`config.mk`:
```
export PLATFORM = sky130hd
export DESIGN_NAME = div_ctrl
export DESIGN_NICKNAME = d
export VERILOG_FILES = /design/src/rtl/div_ctrl.sv
export SDC_FILE = /design/constraint.sdc
export NUM_CORES = 1
export LEC_CHECK = 0
export CELL_PAD_IN_SITES_DETAIL_PLACEMENT = 2
export CELL_PAD_IN_SITES_GLOBAL_PLACEMENT = 2
export CORE_MARGIN = 4
export CORE_UTILIZATION = 27
export CTS_CLUSTER_SIZE = 25
export DETAILED_ROUTE_END_ITERATION = 10
export PLACE_DENSITY = 0.88
export SETUP_SLACK_MARGIN = 0.05
export SYNTH_ARGS = -nofsm -noshare
export SYNTH_HDL_FRONTEND = slang
export SYNTH_SLANG_ARGS = --single-unit
```
`constraint.sdc`:
```
create_clock -name clk -period 9.8 [get_ports clk]
set_input_delay 1.47 -clock clk [delete_from_list [all_inputs] [get_ports clk]]
set_output_delay 1.47 -clock clk [all_outputs]
set_load 0.005 [all_outputs]
```
`src/rtl/div_ctrl.sv`:
```
`default_nettype none
// ============================================================================
// Module   : div_ctrl
// Brief    : M-extension divide front end; resolves RISC-V special cases and
//            sequences the serial divider, returning a one-cycle writeback.
// Revision : 1.0 - initial release
// ============================================================================
module div_ctrl #(
    parameter int XLEN         = 32,
    parameter bit FAST_SPECIAL = 1'b1
) (
    input  logic            clk,
    input  logic            reset,
    input  logic            i_flush,
    input  logic            i_valid,
    input  logic [2:0]      i_funct3,
    input  logic [XLEN-1:0] i_rs1,
    input  logic [XLEN-1:0] i_rs2,
    input  logic [4:0]      i_rd,
    output logic            o_stall,
    output logic            o_wb_valid,
    output logic [4:0]      o_wb_rd,
    output logic [XLEN-1:0] o_wb_data,
    output logic            o_div_flush,
    output logic            o_div_start,
    output logic            o_div_signed,
    output logic [XLEN-1:0] o_div_dividend,
    output logic [XLEN-1:0] o_div_divisor,
    input  logic            i_div_busy,
    input  logic            i_div_end_valid,
    input  logic [XLEN-1:0] i_div_quotient,
    input  logic [XLEN-1:0] i_div_remainder
);

    typedef enum logic [1:0] {
        S_IDLE = 2'd0,
        S_WAIT = 2'd1,
        S_DONE = 2'd2
    } state_t;

    localparam logic [XLEN-1:0] c_ALL_ONES = {XLEN{1'b1}};
    localparam logic [XLEN-1:0] c_MIN_NEG  = {1'b1, {(XLEN-1){1'b0}}};

    state_t          r_state;
    state_t          w_state_nxt;
    logic            r_signed;
    logic            r_sel_rem;
    logic [4:0]      r_rd;
    logic [XLEN-1:0] r_rs1;
    logic [XLEN-1:0] r_rs2;
    logic            r_start;
    logic [4:0]      r_wb_rd;
    logic [XLEN-1:0] r_wb_data;

    logic            w_is_div;
    logic            w_accept;
    logic            w_div_zero;
    logic            w_overflow;
    logic            w_special;
    logic            w_capture;
    logic [XLEN-1:0] w_special_q;
    logic [XLEN-1:0] w_special_r;
    logic [XLEN-1:0] w_special_res;

    assign w_is_div   = i_valid & i_funct3[2];
    assign w_accept   = (r_state == S_IDLE) & w_is_div & ~i_flush & ~i_div_busy;
    assign w_div_zero = (i_rs2 == '0);
    assign w_overflow = ~i_funct3[0] & (i_rs1 == c_MIN_NEG) & (i_rs2 == c_ALL_ONES);
    assign w_special  = FAST_SPECIAL & (w_div_zero | w_overflow);
    assign w_capture  = (r_state == S_WAIT) & i_div_end_valid & ~i_flush;

    // RISC-V defined results: x/0 = -1 rem x; MIN/-1 = MIN rem 0
    assign w_special_q   = w_div_zero ? c_ALL_ONES : c_MIN_NEG;
    assign w_special_r   = w_div_zero ? i_rs1 : '0;
    assign w_special_res = i_funct3[1] ? w_special_r : w_special_q;

    always_comb begin
        w_state_nxt = r_state;
        o_stall     = 1'b0;
        o_wb_valid  = 1'b0;
        o_div_flush = i_flush & ((r_state == S_WAIT) | r_start);
        case (r_state)
            S_IDLE: begin
                o_stall = w_is_div & ~i_flush & ~reset;
                if (w_accept) begin
                    w_state_nxt = w_special ? S_DONE : S_WAIT;
                end
            end
            S_WAIT: begin
                o_stall = ~reset;
                if (i_div_end_valid) begin
                    w_state_nxt = S_DONE;
                end
            end
            S_DONE: begin
                o_wb_valid  = ~i_flush;
                w_state_nxt = S_IDLE;
            end
            default: w_state_nxt = S_IDLE;
        endcase
        if (i_flush) begin
            w_state_nxt = S_IDLE;
        end
    end

    always_ff @(posedge clk or posedge reset) begin
        if (reset) begin
            r_state   <= S_IDLE;
            r_signed  <= 1'b0;
            r_sel_rem <= 1'b0;
            r_rd      <= '0;
            r_rs1     <= '0;
            r_rs2     <= '0;
            r_start   <= 1'b0;
            r_wb_rd   <= '0;
            r_wb_data <= '0;
        end else begin
            r_state <= w_state_nxt;
            r_start <= w_accept & ~w_special;
            if (w_accept) begin
                r_signed  <= ~i_funct3[0];
                r_sel_rem <= i_funct3[1];
                r_rd      <= i_rd;
                r_rs1     <= i_rs1;
                r_rs2     <= i_rs2;
            end
            if (w_accept & w_special) begin
                r_wb_data <= w_special_res;
                r_wb_rd   <= i_rd;
            end else if (w_capture) begin
                r_wb_data <= r_sel_rem ? i_div_remainder : i_div_quotient;
                r_wb_rd   <= r_rd;
            end
        end
    end

    assign o_wb_rd        = r_wb_rd;
    assign o_wb_data      = r_wb_data;
    assign o_div_start    = r_start;
    assign o_div_signed   = r_signed;
    assign o_div_dividend = r_rs1;
    assign o_div_divisor  = r_rs2;

endmodule
`default_nettype wire

```
==> impl_metrics.yaml <==
timing:
  max_slew.worst_pin.slew_ps: 1360
  timing_hold_violations_final: 0
  final.setup_skew_ps: 9.13
  period_share_pct: 44.8
  fin_tns_setup_ps: 0
  final_period_minus_worst_setup_slack_ps: 4400
  final_max_slew_viol_count: 0
  slew-limit-headroom_pct: 9.04
  fmax_mhz: 228
  rsz0062_at_grt: "no"
  timing.final.setup_violations: 0
run:
  cap_violations: 0
cells_and_area:
  antenna-diode-count: 0
  multi_input_comb_area_um2: 2390
  syn2layout_area_growth_pct: 56.7
  layout-drive-gt1-share_pct: 14.7
  final_util_pct: 42.9
  num-fill-cells: 2046
  final-seq-area_um2: 2780
  final_cell_mix: "clkdlybuf4s50_1, dfrtp_1, mux2_2"
  most_frequent_standard_cell_in_the_layout_excluding_fill_and_tap_cells: "clkdlybuf4s50_1"
  final_nets: 843
global_route:
  overflow: 0
  grt.total_usage_pct: 20.9
  pin_count_of_the_biggest_net_entering_global_routing: 75
  number_of_antenna_violations_at_the_first_check_in_global_routing: 0
  first_global_vias: 5667
  wire_length_of_the_first_global_routing_pass_mm: 35.3
power:
  netSwitchingFraction_pct: 28.4
  power_density_nw_per_um2: 190
  leakage_nw: 3.25
  internal-power_w: 0.00113
  combinationalPowerShare_pct: 33.8
  sequentialPowerShare_pct: 41.7
  peakVddDrop_v: 0.0000764
  power_frac_clock_pct: 24.5
  power.net_switching_w: 0.000450
clock_network:
  clk-insertion-delay-late_ps: 360
  cts_root_buffer: "clkbuf_16"
  cts_resized: 0
  cts.reportedPaths.clkPinSlew_ps: 70
  cts_made_buffers: 9
  cts_setup_buffers: 0
  number_of_levels_in_the_clock_h_tree: 3
  cts_sinks: 111
  cts_hold_repair.buffers: 0
  cts_tree: "yes"
  clk_path_buf_depth: 2
placed_design:
  port_buffers: 247
  gp_congestion: 0.775
  place_hpwl_mm: 17.9
die:
  placement_rows: 51
  floorplan.die.width_um: 148
  fp.dieH_um: 148
  initial_utilization_pct: 27.4
  core-area_um2: 19400
  ioPinCount: 248
  die_area_um2: 22000
synth:
  synthesis.instances: 473
  synth.top_cell.area_share_pct: 52.3
  synth-seq-area-share_pct: 52.3
  synth.top_cells.by_area: "dfrtp_1, mux2_2, mux2i_1"
  syn_avg_cell_area_um2: 11.2
  synth-seq-cells: 111
  synth_largest_area_cell: "dfrtp_1"
  synth_warnings: 0
  netlist_area_um2: 5310
  mappedNetlistNets: 615
  synth_cell_types: 27
drt:
  route.final.wire_length_mm: 23.2
  total_number_of_vias: 4933
  drtAntennaViolNets: 0
  routed_via_count_divided_by_cell_count: 5.08
  post_drt_wl_per_cell_um: 23.9
  drt_first_pass_iters: 4
  remaining_drc_errors: 0
  dr.first_iter.drc_count: 143
outcome:
  result_of_the_run: "finished, final reports clean"
worst_setup_path:
  critPathKind: "in2reg"
  cp.arrival_ps: 4550
  start_kind: "input port"
  worstPathRequired_ps: 9960
  ff2ff_path_depth: 6
  element_type_at_the_critical_path_end: "register"
  timing.critical_path.fanout_max: 33
worst_hold_path:
  hold_depth: 1
  worstHoldPathType: "reg2reg"
-- critical path: stages --
cell             delay [ps]
clkdlybuf4s50_1         470
or4_1                   610
nor4_1                  310
nand4_1                 270
nor3_4                 1120
o22ai_1                 280
-- final cells by class --
cell class              instances  area share (%)
flip-flops and latches        111            33.4
repair buffers                250            30.0
multi-input cells             325            28.8
well taps                     265            3.98
clock buffers                  10            2.87
clock inverters                 6           0.827
inverters                       4           0.210
-- power groups by stage --
| stage | clock, W | combinational, W | sequential (W) |
|---|---|---|---|
| 4_1_cts | 0.000401 | 0.000545 | 0.000663 |
| 6_report | 0.000388 | 0.000535 | 0.000660 |
| 3_3_place_gp | 0 | 0.000520 | 0.000656 |
| 5_1_grt | 0.000424 | 0.000572 | 0.000676 |
| 3_5_place_dp | 0 | 0.000542 | 0.000670 |
| 2_1_floorplan | 0 | 0.000178 | 0.000647 |
-- through the flow --
stage	hold WS [ps]	area (µm²)	power, W	instances	setup slack (ps)
5_1_grt	522	8320	0.00167	971	5210
3_3_place_gp	468	8020	0.00118	955	5160
4_1_cts	509	8320	0.00161	971	5350
2_1_floorplan	473	5310	0.000825	473	5400
6_report	506	8320	0.00158	971	5400
3_5_place_dp	492	8020	0.00121	955	4980
-- synthesized netlist by cell type --
library cell,number
a21oi_1,2
or4_1,2
nor2_1,40
o21ai_0,1
o21bai_1,1
nor4b_1,2
a31oi_1,1
and4_1,1
or2_2,1
buf_1,5
o211ai_1,31
inv_1,4
nor4_1,23
nand2_1,43
nand4_1,14
o22ai_1,31
nor3_1,12
clkbuf_1,25
and3_1,1
mux2_2,79
nor3_2,1
dfrtp_1,111
or3_1,2
buf_4,3
nand3_1,1
nand4b_1,4
mux2i_1,32
-- flip-flops by register name, indices dropped and copies added, names as in the netlist --
name	cells
o_div_divisor	32
r_sel_rem	1
o_wb_rd	5
o_div_start	1
r_state	2
o_wb_data	32
r_rd	5
o_div_dividend	32
o_div_signed	1
-- cells by family after synthesis --
family,synth area share [%]
compound gates,8.57
buf+inv,2.83
flops,52.3
mux,22.8
simple gates,13.5
-- per-layer routing --
layer	wire [µm]	part of all wire, %	global-route usage (%)
met4	517	2.2	6.37
met3	1510	6.5	5.97
met1	9150	39	24.1
met5	0	0	0
met2	12000	52	37.5
-- worst paths after layout --
kind	startpoint	slack, ps	end
worst max-delay path	i_rs1[0]	5400	o_wb_data[14]
worst min-delay path	r_rd[3]	510	r_rd[3]
worst max register to register	r_state[0]	6950	o_wb_rd[1]
worst min register to register	r_rd[3]	510	r_rd[3]
max in group asynchronous	reset	6930	r_sel_rem
min in group asynchronous	reset	1670	r_rd[1]
Power figures use the tool's default switching activity.
